--- src/rtl/boreal_spi_pkg.sv ---
// Shared types and constants for the ADS1299-style SPI frame ingest block.
package boreal_spi_pkg;

  typedef enum logic [2:0] {
    IDLE,
    CS_SETUP,
    SHIFT,
    CS_HOLD,
    DONE
  } state_e;

  localparam logic [3:0]  STATUS_SYNC = 4'hC;
  localparam int unsigned WORD_BITS   = 24;

  function automatic logic [7:0] sat_inc8(input logic [7:0] v);
    return (v == 8'hFF) ? v : v + 8'd1;
  endfunction

endpackage

--- src/rtl/boreal_sync2.sv ---
// Two-flop synchronizer with a parameterised asynchronous reset value.
module boreal_sync2 #(
  parameter logic RST_VAL = 1'b0
) (
  input  logic clk,
  input  logic rst_n,
  input  logic d_i,
  output logic q_o
);

  logic meta_q;
  logic sync_q;

  always_ff @(posedge clk or negedge rst_n) begin
    if (!rst_n) begin
      meta_q <= RST_VAL;
      sync_q <= RST_VAL;
    end else begin
      meta_q <= d_i;
      sync_q <= meta_q;
    end
  end

  assign q_o = sync_q;

endmodule

--- src/rtl/boreal_spi_ingest.sv ---
// SPI master draining one status+channel frame per data-ready and forwarding
// the selected channel to the apex core with integrity and overrun reporting.
module boreal_spi_ingest
  import boreal_spi_pkg::*;
#(
  parameter int unsigned CLK_DIV = 4,
  parameter int unsigned N_CH    = 8
) (
  input  logic        clk,
  input  logic        rst_n,
  input  logic        enable,
  input  logic [2:0]  ch_sel,
  input  logic        drdy_n,
  input  logic        spi_miso,
  output logic        spi_sclk,
  output logic        spi_cs_n,
  output logic        data_valid,
  output logic [23:0] eeg_sample,
  output logic [23:0] status_word,
  output logic        frame_err,
  output logic [7:0]  overrun_cnt,
  output logic        busy
);

  localparam int unsigned DIV_W    = $clog2(2 * CLK_DIV);
  localparam logic [3:0]  WORD_END = 4'(N_CH + 1);
  localparam logic [2:0]  MAX_SEL  = 3'(N_CH - 1);

  logic drdy_s;
  logic miso_s;

  boreal_sync2 #(.RST_VAL(1'b1)) u_sync_drdy (
    .clk   (clk),
    .rst_n (rst_n),
    .d_i   (drdy_n),
    .q_o   (drdy_s)
  );

  boreal_sync2 #(.RST_VAL(1'b0)) u_sync_miso (
    .clk   (clk),
    .rst_n (rst_n),
    .d_i   (spi_miso),
    .q_o   (miso_s)
  );

  state_e                 state_q, state_d;
  logic [DIV_W-1:0]       div_q, div_d;
  logic [7:0]             bit_q, bit_d;
  logic [3:0]             word_q, word_d;
  logic [WORD_BITS-2:0]   shreg_q, shreg_d;
  logic [WORD_BITS-1:0]   hdr_q, hdr_d;
  logic [WORD_BITS-1:0]   smp_q, smp_d;
  logic [2:0]             sel_q, sel_d;
  logic                   ovr_flag_q, ovr_flag_d;
  logic                   drdy_prev_q;
  logic                   cs_n_q, cs_n_d;
  logic                   sclk_q, sclk_d;
  logic                   dv_q, dv_d;
  logic                   fe_q, fe_d;
  logic [23:0]            eeg_q, eeg_d;
  logic [23:0]            status_q, status_d;
  logic [7:0]             ovr_cnt_q, ovr_cnt_d;
  logic                   busy_q, busy_d;

  logic                   fall_c;
  logic [WORD_BITS-1:0]   word_c;

  assign fall_c = drdy_prev_q & ~drdy_s;
  assign word_c = {shreg_q, miso_s};

  // Pins follow state one cycle late so every output comes straight from a flop.
  always_comb begin
    state_d    = state_q;
    div_d      = div_q;
    bit_d      = bit_q;
    word_d     = word_q;
    shreg_d    = shreg_q;
    hdr_d      = hdr_q;
    smp_d      = smp_q;
    sel_d      = sel_q;
    ovr_flag_d = ovr_flag_q;
    eeg_d      = eeg_q;
    status_d   = status_q;
    ovr_cnt_d  = ovr_cnt_q;
    dv_d       = 1'b0;
    fe_d       = 1'b0;
    cs_n_d     = !(state_q inside {CS_SETUP, SHIFT, CS_HOLD});
    sclk_d     = (state_q == SHIFT) && (div_q < DIV_W'(CLK_DIV));
    busy_d     = (state_q != IDLE);

    if (fall_c && (state_q != IDLE)) begin
      ovr_cnt_d  = sat_inc8(ovr_cnt_q);
      ovr_flag_d = 1'b1;
    end

    case (state_q)
      IDLE: begin
        if (fall_c && enable) begin
          state_d    = CS_SETUP;
          div_d      = '0;
          bit_d      = '0;
          word_d     = '0;
          ovr_flag_d = 1'b0;
          sel_d      = ({1'b0, ch_sel} > 4'(N_CH - 1)) ? MAX_SEL : ch_sel;
        end
      end
      CS_SETUP: begin
        if (div_q == DIV_W'(CLK_DIV - 1)) begin
          state_d = SHIFT;
          div_d   = '0;
        end else begin
          div_d = div_q + DIV_W'(1);
        end
      end
      SHIFT: begin
        // Sample on the cycle SCLK is driven low (mode 1 falling edge).
        if (div_q == DIV_W'(CLK_DIV)) begin
          shreg_d = word_c[WORD_BITS-2:0];
          if (bit_q == 8'(WORD_BITS - 1)) begin
            bit_d  = '0;
            word_d = word_q + 4'd1;
            if (word_q == 4'd0) hdr_d = word_c;
            if (word_q == ({1'b0, sel_q} + 4'd1)) smp_d = word_c;
          end else begin
            bit_d = bit_q + 8'd1;
          end
        end
        if (div_q == DIV_W'(2 * CLK_DIV - 1)) begin
          div_d = '0;
          if (word_q == WORD_END) state_d = CS_HOLD;
        end else begin
          div_d = div_q + DIV_W'(1);
        end
      end
      CS_HOLD: begin
        if (div_q == DIV_W'(CLK_DIV - 1)) begin
          state_d = DONE;
          div_d   = '0;
        end else begin
          div_d = div_q + DIV_W'(1);
        end
      end
      DONE: begin
        state_d = IDLE;
        if ((hdr_q[23:20] == STATUS_SYNC) && !ovr_flag_q && !fall_c) begin
          dv_d     = 1'b1;
          eeg_d    = smp_q;
          status_d = hdr_q;
        end else begin
          fe_d = 1'b1;
        end
      end
      default: state_d = IDLE;
    endcase
  end

  always_ff @(posedge clk or negedge rst_n) begin
    if (!rst_n) begin
      state_q     <= IDLE;
      div_q       <= '0;
      bit_q       <= '0;
      word_q      <= '0;
      shreg_q     <= '0;
      hdr_q       <= '0;
      smp_q       <= '0;
      sel_q       <= '0;
      ovr_flag_q  <= 1'b0;
      drdy_prev_q <= 1'b1;
      cs_n_q      <= 1'b1;
      sclk_q      <= 1'b0;
      dv_q        <= 1'b0;
      fe_q        <= 1'b0;
      eeg_q       <= '0;
      status_q    <= '0;
      ovr_cnt_q   <= '0;
      busy_q      <= 1'b0;
    end else begin
      state_q     <= state_d;
      div_q       <= div_d;
      bit_q       <= bit_d;
      word_q      <= word_d;
      shreg_q     <= shreg_d;
      hdr_q       <= hdr_d;
      smp_q       <= smp_d;
      sel_q       <= sel_d;
      ovr_flag_q  <= ovr_flag_d;
      drdy_prev_q <= drdy_s;
      cs_n_q      <= cs_n_d;
      sclk_q      <= sclk_d;
      dv_q        <= dv_d;
      fe_q        <= fe_d;
      eeg_q       <= eeg_d;
      status_q    <= status_d;
      ovr_cnt_q   <= ovr_cnt_d;
      busy_q      <= busy_d;
    end
  end

  assign spi_cs_n    = cs_n_q;
  assign spi_sclk    = sclk_q;
  assign data_valid  = dv_q;
  assign frame_err   = fe_q;
  assign eeg_sample  = eeg_q;
  assign status_word = status_q;
  assign overrun_cnt = ovr_cnt_q;
  assign busy        = busy_q;

endmodule

--- config.mk ---
export PLATFORM = sky130hd
export DESIGN_NAME = boreal_spi_ingest
export DESIGN_NICKNAME = d
export VERILOG_FILES = /design/src/rtl/boreal_spi_pkg.sv /design/src/rtl/boreal_sync2.sv /design/src/rtl/boreal_spi_ingest.sv
export SDC_FILE = /design/constraint.sdc
export NUM_CORES = 1
export LEC_CHECK = 0
export CAP_MARGIN = 20
export CORE_MARGIN = 4
export CORE_UTILIZATION = 56
export DETAILED_ROUTE_END_ITERATION = 16
export HOLD_SLACK_MARGIN = 0.02
export PLACE_DENSITY = 0.79
export SLEW_MARGIN = 20
export SYNTH_ARGS = -nofsm -noshare
export SYNTH_HDL_FRONTEND = slang
export SYNTH_SLANG_ARGS = --single-unit
--- constraint.sdc ---
create_clock -name clk -period 2.6 [get_ports clk]
set_input_delay 0.52 -clock clk [delete_from_list [all_inputs] [get_ports clk]]
set_output_delay 0.52 -clock clk [all_outputs]
set_load 0.02 [all_outputs]
==> results.yml <==
final_layout:
  instances_no_fill: 663
  fin_nets: 530
  syn2layout_area_growth_pct: 22.4
  final_layout_size_suffix_gt1_share_pct: 32.5
  diodes: 0
setup_path:
  setup.worst_path.start_class: "flip-flop"
  path_delay_family: "simple AND/OR/NAND/NOR gates"
  cp_slowest_cell: "buf_4"
  cp-end-kind: "flip-flop"
  max_stage_delay_ps: 440
  path_max_fanout: 24
  crit_arrival_ps: 2590
  worstSetupPathType: "flip-flop to flip-flop"
  cp_data_required_time_ps: 2900
  crit_chain: "ha_1 -> and4bb_1 -> and4_1 -> o2111ai_4 -> buf_4 -> mux2_2"
  crit_buf_inv: 1
timing:
  worst_slew_margin_rel_pct: 35.2
  final.period_utilization_pct: 88.2
  final-setup-viol-count: 0
  worst_clock_skew_ps: 5.75
  worst_pin_slew_ps: 969
  fmax_ghz: 0.436
  postLayoutSetupSlackWorst_ps: 306
  setup_tns_ps: 0
  finalWorstPathRequiredPeriod_ps: 2290
  hold_viol: 0
  slew_violations: 0
  rsz0062_at_grt: "no"
global_routing:
  grt_use_met2_pct: 31.4
  grt_busiest_layer: "met2"
  antenna_found_initial: 0
  grt.met3_usage_pct: 5.69
  grt_max_degree: 73
  grt_usage_pct: 19.3
  overflow: 0
  use_met1_pct: 25.1
  grt_pass1_wl_um: 19800
  grt_pass1_vias: 3897
clock_tree:
  clkLatencyLatePin_ps: 420
  htree_levels: 4
  cts_tree: "yes"
  cts_setup_buffers: 0
  cts_hold_buf: 0
  clk_path_buf_depth: 2
  cts_resized: 0
  clock-sinks: 159
  cts_buffers: 17
  path_clk_slew_ps: 60
  clock-root-buffer: "clkbuf_16"
synthesis:
  synth_area_leaders: "dfrtp_1 60%, mux2_2 17%, mux2_4 4.6%, ha_1 2.1%, dfstp_2 1.6%"
  synth_top_area_share_pct: 59.9
  avgSynthCellArea_um2: 14.9
  yosys-top-cells-count: "155 x dfrtp_1, 97 x mux2_2, 20 x mux2_4, 13 x o21ai_0, 12 x nand2_1"
  ys_types: 48
  syn-instance-count: 434
  ys_seq_elements: 159
  synth_top_area_cell: "dfrtp_1"
  syn_nets: 453
  seq_area_frac_synth_pct: 61.6
  ys.flop_type: "dfrtp_1"
  yosysWarnings: 0
  synth_edf_count: 0
  synthArstFlopShare_pct: 100
  syn_area_mm2: 0.00647
  yosys.cell_count.top_type: "dfrtp_1"
placement:
  gp_congestion: 0.782
  place_ws_ps: 174
  dp_hpwl_um: 7440
  portBuffers: 68
  dp_cells: 632
route:
  drtIter0Drc: 157
  wirelength_um: 11900
  drt_first_pass_iters: 4
  via_per_inst: 5.59
  vias: 3705
  wl_per_cell_um: 17.9
  drc: 0
  antenna_left: 0
die:
  dieWidth_um: 116
  dieArea_mm2: 0.0133
  rows: 38
  ioPinCount: 69
  coreArea_mm2: 0.0111
  die_height_um: 116
  start_util_pct: 58.4
pwr:
  p_per_area_mw_per_mm2: 686
  switching_share_pct: 21.2
  power_frac_seq_pct: 47.8
  power.switching_w: 0.00116
  total_power_w: 0.00544
  total_leakage_power_nw: 3.82
  vdd_drop_max_mv: 0.730
  clockPowerShare_pct: 47.0
  p_comb_share_pct: 5.2
  power.internal_w: 0.00428
flow_run:
  drv_cap: 0
hold_path:
  min_path_type: "input port to async pin"
run_status:
  status: "finished clean"
[worst reg2reg max path: stages, from the launching register on]
cell       delay, ps
dfrtp_1          430
ha_1             290
and4bb_1         240
and4_1           280
o2111ai_4         90
buf_4            440
mux2_2           410
[sequential cells by signal, summed over array words and instances (netlist names), 3 cells and up]
signal       flops
bit_q            8
div_q            3
eeg_sample      24
hdr_q           24
overrun_cnt      8
sel_q            3
shreg_q         23
smp_q           24
state_q          3
status_word     24
word_q           4
[logic make-up (layout without fill, tap and decap cells)]
| group | Yosys count | count (layout) | share of synthesized area, % |
|---|---|---|---|
| XOR/XNOR | 11 | 11 | 1.49 |
| multiplexers | 120 | 120 | 22.0 |
| AND/OR/NAND/NOR | 73 | 73 | 7.27 |
| AO/OA/AOI/OAI | 33 | 33 | 3.34 |
| flip-flops | 159 | 159 | 61.6 |
| buffers and inverters | 27 | 116 | 2.18 |
| adder cells (fa/ha/maj) | 11 | 11 | 2.13 |
[metal layers]
layer,up-vias,part of all wire (%)
met5,-,0
met4,0,1.5
met3,15,3.7
met2,82,51
met1,1912,44
li1,1696,-
[cells in the final DEF, fill, tap and decap left out, types with 3 or more instances in the layout]
cell type	count
dfrtp_1	155
mux2_2	97
clkdlybuf4s50_1	67
mux2_4	20
clkbuf_16	17
o21ai_0	13
nand2_1	12
ha_1	11
nor2_1	10
inv_1	9
a21oi_1	9
xnor2_1	8
nand3_1	7
nand4_1	5
buf_4	5
bufinv_16	4
clkinv_2	4
dfstp_2	4
nand3b_1	3
or2_2	3
xor2_1	3
o31ai_1	3
or4_1	3
nor3b_1	3
or3_1	3
mux2_1	3
[stage by stage]
step | hold slack (ps) | util, % | cell area, um2
floorplan | 224 | - | 6470
global placement | 335 | 66.0 | 7310
detailed placement | 343 | 66.0 | 7310
CTS | 110 | 71.5 | 7920
global route | 114 | 71.5 | 7920
finish | 69.0 | 71.5 | 7920
[final cells by class]
cell class	count	area (um2)
flip-flops and latches	159	3980
fillers	732	3160
multi-input cells	248	2350
repair buffers	75	759
clock buffers	20	447
well taps	140	175
clock inverters	11	165
inverters	10	37.5
[power groups by stage]
stage | Sequential (W) | Combinational [W] | Clock, W
2_1_floorplan | 0.00268 | 0.0000703 | 0
3_3_place_gp | 0.00263 | 0.000284 | 0
3_5_place_dp | 0.00264 | 0.000290 | 0
4_1_cts | 0.00260 | 0.000292 | 0.00260
5_1_grt | 0.00261 | 0.000314 | 0.00271
6_report | 0.00260 | 0.000285 | 0.00256
[worst paths after layout]
kind / from / endpoint / slack (ps) / cells past startpoint
setup / recovery: bit_q[0] / smp_q[2] / 310 / 6
min in group clk: u_sync_miso.meta_q / u_sync_miso.q_o / 360 / 0
setup reg to reg: bit_q[0] / smp_q[2] / 310 / 6
max in group asynchronous: rst_n / drdy_prev_q / 1670 / 2
hold / removal: rst_n / div_q[0] / 70 / 1
hold reg to reg: u_sync_miso.meta_q / u_sync_miso.q_o / 360 / 0
(Power assumes the default switching activity.)
